**src/rtl/mem_stream_reader.sv**
```systemverilog
`default_nettype none
// mem_stream_reader: walks a single-port memory and streams words out over valid/ready.
// Optional fill mode (writes a constant over an address range) is enabled by defining MEM_FILL_EN. Rev 1.0
module mem_stream_reader #(
  parameter int WIDTH = 16,
  parameter int DEPTH = 1024,
  localparam int AW = $clog2(DEPTH)
) (
  input  logic             clk,
  input  logic             reset_n,
  input  logic             cmd_valid,
  output logic             cmd_ready,
  input  logic [AW-1:0]    cmd_start,
  input  logic [AW:0]      cmd_count,
`ifdef MEM_FILL_EN
  input  logic             cmd_fill,
  input  logic [WIDTH-1:0] cmd_fill_data,
`endif
  output logic [AW-1:0]    mem_address,
  output logic [WIDTH-1:0] mem_w_data,
  output logic             mem_w_write,
  input  logic [WIDTH-1:0] mem_r_data,
  output logic             out_valid,
  output logic [WIDTH-1:0] out_data,
  output logic             out_last,
  input  logic             out_ready,
  output logic             busy
);

  localparam logic [AW-1:0] LAST_ADDR = AW'(DEPTH - 1);
  localparam logic [AW:0]   REM_ONE   = (AW+1)'(1);

`ifdef MEM_FILL_EN
  typedef enum logic [1:0] {IDLE = 2'd0, READ = 2'd1, FILL = 2'd2} state_t;
`else
  typedef enum logic [0:0] {IDLE = 1'b0, READ = 1'b1} state_t;
`endif

  state_t          state, state_next;
  logic [AW-1:0]   addr, addr_next;
  logic [AW:0]     remaining;
  logic            start_cmd;
  logic            load;
  logic            step;
`ifdef MEM_FILL_EN
  logic [WIDTH-1:0] fill_data;
`endif

  assign addr_next   = (addr == LAST_ADDR) ? '0 : addr + 1'b1;
  assign mem_address = addr;
  assign busy        = (state != IDLE) || out_valid;

  always_ff @(posedge clk) begin
    if (!reset_n) state <= IDLE;
    else          state <= state_next;
  end

  always_comb begin
    state_next  = state;
    cmd_ready   = 1'b0;
    start_cmd   = 1'b0;
    load        = 1'b0;
    step        = 1'b0;
    mem_w_write = 1'b0;
    mem_w_data  = '0;
    case (state)
      IDLE: begin
        cmd_ready = 1'b1;
        // A zero-length command is accepted and silently dropped.
        if (cmd_valid && (cmd_count != '0)) begin
          start_cmd  = 1'b1;
`ifdef MEM_FILL_EN
          state_next = cmd_fill ? FILL : READ;
`else
          state_next = READ;
`endif
        end
      end
      READ: begin
        load = !out_valid || out_ready;
        step = load;
        if (load && (remaining == REM_ONE)) state_next = IDLE;
      end
`ifdef MEM_FILL_EN
      FILL: begin
        mem_w_write = 1'b1;
        mem_w_data  = fill_data;
        step        = 1'b1;
        if (remaining == REM_ONE) state_next = IDLE;
      end
`endif
      default: state_next = IDLE;
    endcase
  end

  always_ff @(posedge clk) begin
    if (!reset_n) begin
      addr      <= '0;
      remaining <= '0;
    end else if (start_cmd) begin
      addr      <= cmd_start;
      remaining <= cmd_count;
    end else if (step) begin
      addr      <= addr_next;
      remaining <= remaining - 1'b1;
    end
  end

`ifdef MEM_FILL_EN
  always_ff @(posedge clk) begin
    if (!reset_n)                  fill_data <= '0;
    else if (start_cmd && cmd_fill) fill_data <= cmd_fill_data;
  end
`endif

  // Output register: reload on load, otherwise drop the word once it is taken.
  always_ff @(posedge clk) begin
    if (!reset_n) begin
      out_valid <= 1'b0;
      out_data  <= '0;
      out_last  <= 1'b0;
    end else if (load) begin
      out_valid <= 1'b1;
      out_data  <= mem_r_data;
      out_last  <= (remaining == REM_ONE);
    end else if (out_ready) begin
      out_valid <= 1'b0;
    end
  end

endmodule
`default_nettype wire

```
**config.mk**
```make
export PLATFORM = sky130hd
export DESIGN_NAME = mem_stream_reader
export DESIGN_NICKNAME = d
export VERILOG_FILES = /design/src/rtl/mem_stream_reader.sv
export SDC_FILE = /design/constraint.sdc
export NUM_CORES = 1
export LEC_CHECK = 0
export CAP_MARGIN = 0
export CORE_AREA = 2 2 67 82
export DETAILED_ROUTE_END_ITERATION = 10
export DIE_AREA = 0 0 69 84
export PLACE_DENSITY_LB_ADDON = 0.15
export SLEW_MARGIN = 20
export SYNTH_ARGS = -nofsm -noshare
export SYNTH_HDL_FRONTEND = slang
export SYNTH_SLANG_ARGS = --single-unit
```
**constraint.sdc**
```tcl
create_clock -name clk -period 2.7 [get_ports clk]
set_clock_uncertainty 0.15 [all_clocks]
set_input_delay 0.405 -clock clk [delete_from_list [all_inputs] [get_ports clk]]
set_output_delay 0.405 -clock clk [all_outputs]
set_load 0.005 [all_outputs]
```
=== Word-level counts from Yosys, hierarchy flattened ===
Cells that the tools add are included.

* Latch bits: 0
* ROM bits: 0
* Logic and storage cells: 32
* Memories: 0
* Register bits after elaboration: 40
* Output and inout port bits: 47
* Bits in writable memories: 0

* Reductions and logical operators: 8
* Bitwise gates (word level): 1
* Multipliers: 0
* Shift-type cells: 0
* Equal/unequal tests: 2
* $lt $le $gt $ge: 0
* $add $sub $neg: 2
* Divide/modulo/power cells: 0
* Muxes and demuxes: 13

{| class="wikitable"
|+ Operator list
! cell !! count
|-
| $mux 10 || 3
|-
| $mux 11 || 2
|-
| $eq 11x1->1 const B || 1
|-
| $reduce_bool 11->1 || 1
|-
| $sub 11x1->11 const B || 1
|-
| $add 10x1->10 const B || 1
|-
| $eq 10x10->1 const B || 1
|-
| $mux 1 || 7
|-
| $reduce_bool 2->1 || 2
|-
| $logic_and 1x1->1 || 2
|-
| $logic_or 1x1->1 || 2
|-
| $pmux 1 s2 || 1
|-
| $logic_not 1->1 || 1
|-
| $not 1->1 || 1
|}

=== Longest topological paths before layout ===
Gate-level depths: netlist of the first run.

* Depth after elaboration: 5
* Depth in mapped cells: 7
* Gate-level depth less buffers: 6

=== Worst setup path after synthesis of the first run ===
OpenSTA, ideal clock, no wires.

* Kind: input -> register
* Start point: input cmd_count[0]
* End point: register addr[4], in the netlist mem_address[4]
* Data required time: 2.418 ns
* Buffers on the path: 1
* Stages on the path: 5
* Arrival: 1.714 ns
* Path slack: 0.704 ns
* Path through: or4_1 -> o31a_1 -> buf_6 -> a221oi_2 -> a21oi_1

* Longest elaborated chain between the ends: 5
* Elaborated cells between the ends (all ways): 6

{| class="wikitable"
|+ RTL lines
! what !! RTL line !! source
|-
| start: declaration || 14 || <nowiki>input logic [AW:0] cmd_count,</nowiki>
|-
| $reduce_bool 11->1 (*) || 70 || <nowiki>if (cmd_valid && (cmd_count != '0)) begin</nowiki>
|-
| $logic_and 1x1->1 (*) || 70 ||
|-
| $mux 1 (*) || 70 ||
|-
| $mux 1 (*) || 66 || <nowiki>case (state)</nowiki>
|-
| $mux 10 or $reduce_bool 2->1 (tied branches) || - ||
|-
| end signal: assignment || 101 || <nowiki>addr <= cmd_start;</nowiki>
|-
| end signal: assignment || 104 || <nowiki>addr <= addr_next;</nowiki>
|-
| end: declaration || 40 || <nowiki>logic [AW-1:0] addr, addr_next;</nowiki>
|}

Mark *: on every way between the ends. The rest lies on a longest branch, timed or not.
A chain may end at the register's enable or synchronous reset.

=== Worst setup path after layout of the first run ===
Same ends and word-level chain as after synthesis.

==> flow_summary.json, run 1 <==
{
  "dp.cells": 390,
  "cts_buffer_depth": 2,
  "power.leakage_nw": 1.09,
  "io_buffers": 70,
  "whs_ps": 305,
  "relSlewSlack_pct": 55.1,
  "chipWidth_um": 69,
  "rows": 29,
  "ant_nets": 0,
  "multi_input_area_sq_um": 1130,
  "min_from": "out_data[2]$_SDFFE_PN0P_",
  "power_density_nw_per_um2": 513,
  "fmax_mhz": 451,
  "cts_buffers": 5,
  "post-cts-setup-buffers": 0,
  "cts_hold_buf": 0,
  "core_sq_um": 5080,
  "drc": 0,
  "nNetsFinal": 379,
  "synth_top_cell_by_area": "dfxtp_1",
  "critPathLaunchType": "input pin",
  "reg2reg_to": "out_data[10]$_SDFFE_PN0P_",
  "placed_area_sq_um": 2830,
  "drive_above_1_share_pct": 8.63,
  "wire_per_inst_um": 13.7,
  "netlist_instances": 264,
  "synth_top_family_by_area": "simple AND/OR/NAND/NOR gates",
  "vdd_ir_drop_max_v": 0.000316,
  "async_reset_ff_share_pct": 0,
  "antennaDiodeCount": 0,
  "hold_end": "out_data[2]$_SDFFE_PN0P_",
  "grt_pass1_wl_um": 9020,
  "cts_tree": "done",
  "root_buffer": "clkbuf_8",
  "grt_max_degree": 27,
  "max_cap_violations": 0,
  "hold_viol": 0,
  "yosysWarnings": 0,
  "synth_fa_ha_area_share_pct": 1.78,
  "synth_area_leaders": "dfxtp_1 38%, nand2_1 8.2%, buf_4 6.4%",
  "synthDistinctLibCells": 52,
  "reg2reg_depth": 5,
  "regArea_sq_um": 801,
  "hpwl_um": 4000,
  "r2r_start": "state$_SDFF_PN0_",
  "synth_simple_gate_area_share_pct": 25.8,
  "postCtsResizedCells": 0,
  "final_common_cell": "clkdlybuf4s50_1",
  "final_cell_mix": "70 x clkdlybuf4s50_1, 46 x nand2_1, 40 x dfxtp_1",
  "ys_ff_latch": 40,
  "hold_depth": 2,
  "design_area_sq_um": 2940,
  "fillers": 504,
  "synth-main-ff-cell": "dfxtp_1",
  "wirelength_um": 5460,
  "finalSetupTns_ps": 0,
  "dr.pass1.iters": 4,
  "htree_levels": 2,
  "die_height_um": 84,
  "finalNonFillerCells": 398,
  "min_period_over_period_pct": 82.2,
  "seq_area_frac_synth_pct": 37.9,
  "cp-startpoint": "cmd_count[0]",
  "rsz0062_at_grt": "no",
  "grt_usage_pct": 19.0,
  "area_growth_pct": 39.1,
  "grt_pass1_vias": 1922,
  "io_pins": 88,
  "tightestPinTransition_ps": 671,
  "grt_overflow": 0,
  "crit_path_end_kind": "flop",
  "hold_class": "reg -> reg",
  "finalCriticalPeriod_ps": 2220,
  "worst-path-max-fanout": 9,
  "drv_slew": 0,
  "antenna_found_initial": 0,
  "setup.worst_path.class": "in -> reg",
  "clkTransAtPathRegs_ps": 80,
  "cts_sinks": 40,
  "critPathArrivalTime_ps": 2250,
  "synth_edf_count": 0,
  "syn_area_per_cell_sq_um": 8.00,
  "setup_violations": 0,
  "syn_area_sq_um": 2110,
  "via_per_inst": 5.33,
  "dr_total_vias": 2123,
  "yosysTopAreaCellShare_pct": 37.9,
  "reg2reg_slack_ps": 720,
  "initial_core_util_pct": 41.6,
  "status": "finished clean",
  "drt-initial-drc-count": 160,
  "dieArea_sq_um": 5800,
  "synth_compound_area_share_pct": 22.1,
  "synthMuxAreaShare_pct": 0.474,
  "insertion_delay_ps": 290,
  "synth_xor_area_share_pct": 0.415,
  "crit_required_ps": 2730,
  "gp_congestion": 0.798
}
## area by class of cell
class	count	area share [%]
clock buffers	6	2.47
clock inverters	2	1.19
inverters	5	0.639
multi-input cells	200	38.6
flip-flops and latches	40	27.3
well taps	62	2.64
repair buffers	83	27.2
## worst max-delay path by stage
stage | endpoint | cells past startpoint | slack [ps]
2_1_floorplan | mem_address[4]$_SDFFE_PN0P_ | 5 | 700
3_3_place_gp | mem_address[4]$_SDFFE_PN0P_ | 5 | 170
3_5_place_dp | mem_address[4]$_SDFFE_PN0P_ | 5 | 160
4_1_cts | mem_address[4]$_SDFFE_PN0P_ | 5 | 480
5_1_grt | out_last$_SDFFE_PN0P_ | 5 | 390
6_report | mem_address[4]$_SDFFE_PN0P_ | 5 | 480
## worst max-delay path, stage by stage
cell	delay, ps
clkdlybuf4s50_1	410
or4_1	610
o31a_1	420
a221oi_2	310
a21oi_1	90
## layer usage
layer | routed length (um) | up-vias | track usage, %
met4 | 57 | 0 | 5.35
met1 | 2460 | 999 | 23.9
met3 | 270 | 5 | 4.59
li1 | - | 1062 | -
met5 | 0 | - | 0
met2 | 2670 | 57 | 32.1
## synthesized netlist by cell type, types with 2 or more instances
cell       instances
o31a_1             3
o2111ai_1          2
a21oi_1           26
nand3_1           20
and4_1             2
a221oi_1           2
nor2_1             4
nor3_1             6
nor4_1             2
nand4_1            2
and3_1             3
a31oi_1           11
or3_1              4
o21a_1             2
nor2b_1            4
buf_6              2
and2_1             2
or4_1              2
buf_1              2
clkbuf_1          11
nand2_1           46
dfxtp_1           40
inv_1              5
buf_4             18
ha_1               3
o21ai_0           11
o41a_1             2
or2_2              3
## power by group
group / total, mW / internal (mW) / switching [mW]
combinational: 0.341 / 0.190 / 0.151
clock: 0.481 / 0.274 / 0.206
sequential: 0.686 / 0.638 / 0.0481
## state kept, by name (all words and copies together), names as in the netlist
signal and flops:
remaining 11, out_data 16, out_last 1, mem_address 10, out_valid 1, state 1
## through the flow
stage	utilization [%]	total power, mW	setup WS, ps
final	57.8	1.51	482
after CTS	57.8	1.52	481
after floorplan	-	0.882	704
after global routing	57.8	1.59	389
after global placement	55.7	1.04	170
after detailed placement	55.7	1.04	156
## kinds of logic (layout without fill, tap and decap cells)
| logic type | after synthesis | after routing |
|---|---|---|
| muxes | 1 | 1 |
| and+or+nand+nor | 108 | 108 |
| DFF | 40 | 40 |
| other | 1 | 17 |
| AOI/OAI and AO/OA | 70 | 70 |
| adders and majority gates | 3 | 3 |
| buffers and inverters | 40 | 96 |
| xor gates and xnor gates | 1 | 1 |
Power figures use the tool's default switching activity.
==> run 2, diff against run 1 <==
clock period = 2.1 ns   (was 2.7 ns; I/O delays follow)
==> flow_summary.json, run 2 (same netlist as run 1, synthesis figures left out) <==
{
  "wirelength_um": 5760,
  "status": "finished clean",
  "via_per_inst": 5.30,
  "largest_register": "out_data",
  "root_buffer": "clkbuf_8",
  "switching_share_pct": 28.2,
  "io_buffers": 70,
  "drv_slew": 0,
  "chipWidth_um": 69,
  "grt_pass1_wl_um": 9040,
  "ant_nets": 0,
  "max_cap_violations": 0,
  "regArea_sq_um": 802,
  "worst-path-max-fanout": 8,
  "hold_class": "in -> reg",
  "cp_slowest_cell": "clkdlybuf4s50_1",
  "hpwl_um": 4070,
  "rows": 29,
  "cts_sinks": 40,
  "grt_overflow": 0,
  "finalCriticalPeriod_ps": 2010,
  "final_cell_mix": "67 x clkdlybuf4s50_1, 46 x nand2_1, 39 x dfxtp_1",
  "multi_input_area_sq_um": 1140,
  "cp_num_buf_inv": 2,
  "finalSetupTns_ps": 0,
  "cts_tree": "done",
  "area_growth_pct": 44.6,
  "slowest_delay_ps": 440,
  "crit_required_ps": 1630,
  "p_int_mw": 1.36,
  "gp_congestion": 0.767,
  "clkTransAtPathRegs_ps": 80,
  "path_cells": "buf_4, or2_2, clkdlybuf4s50_1",
  "drt-initial-drc-count": 134,
  "power.switching_mw": 0.533,
  "crit_path_end_kind": "primary output",
  "grt_usage_pct": 19.0,
  "relSlewSlack_pct": 57.3,
  "largest_reg_flops": 16,
  "dieArea_sq_um": 5800,
  "drc": 0,
  "fillers": 497,
  "p_comb_share_pct": 25.2,
  "hold_viol": 0,
  "setup.worst_path.class": "reg -> out",
  "wire_per_inst_um": 14.1,
  "power.leakage_nw": 1.18,
  "antennaDiodeCount": 0,
  "io_pins": 88,
  "cpLargestDelayFamily": "buffers and inverters",
  "dr.pass1.iters": 4,
  "grt_pass1_vias": 1984,
  "initial_core_util_pct": 41.6,
  "antenna_found_initial": 0,
  "pwr-share-seq_pct": 46.4,
  "power_mw": 1.89,
  "tightestPinTransition_ps": 638,
  "rsz0062_at_grt": "no",
  "cts_buffers": 5,
  "critPathArrivalTime_ps": 1550,
  "die_height_um": 84,
  "core_sq_um": 5080,
  "insertion_delay_ps": 290,
  "clock_power_share_pct": 28.4,
  "setup_violations": 0,
  "fmax_mhz": 496,
  "critPathLaunchType": "flop",
  "dr_total_vias": 2171,
  "min_period_over_period_pct": 95.9,
  "nNetsFinal": 391,
  "drive_above_1_share_pct": 12.6,
  "htree_levels": 2,
  "cts_buffer_depth": 2,
  "power_density_nw_per_um2": 619,
  "vdd_ir_drop_max_v": 0.000458,
  "final_common_cell": "clkdlybuf4s50_1",
  "grt_max_degree": 27
}
-- run 2: final timing paths --
kind | cells after the start | from | endpoint | slack (ps)
setup / recovery | 3 | state$_SDFF_PN0_ | busy | 90
setup reg to reg | 6 | mem_address[1]$_SDFFE_PN0P_ | mem_address[3]$_SDFFE_PN0P_ | 200
hold / removal | 3 | cmd_count[2] | remaining[2]$_SDFFE_PN0P_ | 190
hold reg to reg | 2 | out_data[2]$_SDFFE_PN0P_ | out_data[2]$_SDFFE_PN0P_ | 310
-- run 2: tightest hold or removal path, stage by stage --
cell	delay, ps
dlymetal6s2s_1	130
nand2_1	70
a31oi_1	60
-- run 2: metal layers --
metal | vias up | global-route usage (%) | share of wire (%)
li1 | 1086 | - | -
met1 | 1005 | 23.1 | 43
met2 | 73 | 33.1 | 49
met3 | 7 | 4.71 | 6.5
met4 | 0 | 5.35 | 1.2
met5 | - | 0 | 0
-- run 2: through the flow --
stage	cell area (sq um)	utilization [%]	std cells	hold slack, ps	setup WS, ps
CTS	2990	58.8	406	309	5.46
detailed placement	2900	57.0	399	299	-347
global placement	2900	57.0	399	291	-316
finish	3050	60.1	410	188	85.7
global route	3050	60.1	410	207	3.65
floorplan	2170	-	280	301	194
-- run 2: power by group through the flow --
| stage | Combinational [mW] | Clock, mW | Sequential, mW |
|---|---|---|---|
| floorplan | 0.250 | 0 | 0.883 |
| global placement | 0.456 | 0 | 0.891 |
| detailed placement | 0.460 | 0 | 0.893 |
| CTS | 0.462 | 0.545 | 0.876 |
| global route | 0.523 | 0.566 | 0.886 |
| finish | 0.476 | 0.536 | 0.877 |
-- run 2: area by class of cell --
cell class                 instances  area share [%]
inverter                           5           0.615
clock inverter                     1           0.246
multi-input combinational        200            37.5
sequential                        40            26.3
clock buffer                       7            2.83
timing repair buffer              95            30.0
tap                               62            2.54
-- run 2: timing repair --
item / in CTS / in global routing
cloned: 0 / 2
pin swaps: 2 / 5
setup endpoints to repair: 2 / 15
resized for setup: 1 / 14
buffers inserted: 0 / 2
hold buffers: 0 / 0
==> run 3, diff against run 2 <==
CORE_AREA = 2 2 60 73   (was 2 2 67 82)
DIE_AREA = 0 0 62 75   (was 0 0 69 84)
DONT_BUFFER_PORTS = 1   (was default)
==> flow_summary.json, run 3 (same netlist as run 1, synthesis figures left out) <==
{
  "wl_met3_um": 363,
  "area_growth_pct": 13.8,
  "final_cell_mix": "46 x nand2_1, 40 x dfxtp_1, 26 x a21oi_1",
  "vdd_ir_drop_max_v": 0.000512,
  "place_ws_ps": 68.0,
  "min_from": "mem_r_data[2]",
  "cts_buffer_depth": 2,
  "min_period_over_period_pct": 89.8,
  "hold_viol": 0,
  "core_sq_um": 3910,
  "hold_class": "in -> reg",
  "finalNonFillerCells": 338,
  "grt_overflow": 0,
  "dr.pass1.iters": 5,
  "wire_per_inst_um": 15.1,
  "cts_sinks": 40,
  "path_cells": "or3_4, or3_1, nor4_1, o21a_1",
  "final_common_cell": "nand2_1",
  "antennaDiodeCount": 0,
  "grt_usage_pct": 22.1,
  "crit_required_ps": 2190,
  "cts_buffers": 5,
  "worst-path-max-fanout": 7,
  "dr_total_vias": 1954,
  "largest_register": "out_data",
  "r2r_start": "remaining[4]$_SDFFE_PN0P_",
  "rsz0062_at_grt": "no",
  "drt-met1-wl_um": 2150,
  "chipWidth_um": 62,
  "drt-initial-drc-count": 141,
  "via_per_inst": 5.78,
  "clkTransAtPathRegs_ps": 80,
  "grt_pass1_wl_um": 7690,
  "io_pins": 88,
  "grt_max_degree": 22,
  "grt_pass1_vias": 1645,
  "slowest_delay_ps": 440,
  "root_buffer": "clkbuf_8",
  "setup_violations": 0,
  "nNetsFinal": 327,
  "gp_congestion": 0.808,
  "fmax_mhz": 530,
  "crit_path_end_kind": "flop",
  "cp_slowest_cell": "or3_4",
  "max_cap_violations": 0,
  "initial_core_util_pct": 54.0,
  "power.leakage_nw": 0.904,
  "power_density_nw_per_um2": 757,
  "finalSetupTns_ps": 0,
  "drive_above_1_share_pct": 11.6,
  "timing.final.ws_setup_ps": 214,
  "power_mw": 1.82,
  "drc": 0,
  "route.met2.wl_um": 2520,
  "hpwl_um": 3650,
  "htree_levels": 2,
  "status": "finished clean",
  "antenna_found_initial": 0,
  "critPathArrivalTime_ps": 1970,
  "cts_tree": "done",
  "cp-startpoint": "remaining[4]$_SDFFE_PN0P_",
  "top_layer": "met4",
  "finalCriticalPeriod_ps": 1890,
  "critPathLaunchType": "flop",
  "insertion_delay_ps": 290,
  "wirelength_um": 5110,
  "rows": 25,
  "largest_reg_flops": 16,
  "setup.worst_path.class": "reg -> reg",
  "dieArea_sq_um": 4650,
  "die_height_um": 75,
  "io_buffers": 0,
  "drv_slew": 0,
  "ant_nets": 0,
  "dp.cells": 315
}
## run 3: per-stage QoR
stage               instance area, sq um  hold slack, ps  utilization, %
floorplan                           2170             301               -
global placement                    2140             284            54.7
detailed placement                  2140             293            54.7
CTS                                 2400            2.49            61.3
global route                        2400            2.15            61.4
finish                              2400            8.12            61.4
## run 3: worst max-delay path: cells and delay by family (launching register included)
family,cells,cell delay [ps]
and+or+nand+nor,3,1150
AOI/OAI and AO/OA,1,180
DFF,1,360
## run 3: cell type report
class                           instances  area, sq um
Sequential cell                        40          801
Timing Repair Buffer                   31          270
Clock buffer                            6         72.6
Tap cell                               54         67.6
Fill cell                             382         1510
Clock inverter                          2         35.0
Inverter                                5         18.8
Multi-Input combinational cell        200         1140
## run 3: what timing repair did
item | in CTS | in global routing
setup endpoints to repair | 0 | 1
resized for setup | 0 | 1
endpoints found under the hold margin | 16 | 0
buffers inserted | 0 | 0
hold buffers | 15 | 0
## run 3: path summary, 6_finish.rpt
path,slack (ps),cells after the start,end
worst max-delay path,210,4,out_last$_SDFFE_PN0P_
worst min-delay path,8,2,out_data[2]$_SDFFE_PN0P_
worst max register to register,210,4,out_last$_SDFFE_PN0P_
worst min register to register,330,2,out_data[11]$_SDFFE_PN0P_
## run 3: where the power goes
part / internal [mW] / leakage, nW / switching (mW) / total [mW]
logic: 0.143 / 0.520 / 0.172 / 0.316
clock network: 0.353 / 0.0552 / 0.269 / 0.622
registers: 0.820 / 0.329 / 0.0625 / 0.882
## run 3: metal layers
layer / GRT usage, % / up-vias
met4: 8.04 / 0
met2: 34.6 / 77
li1: - / 960
met1: 29.4 / 908
met5: 0 / -
met3: 5.15 / 9
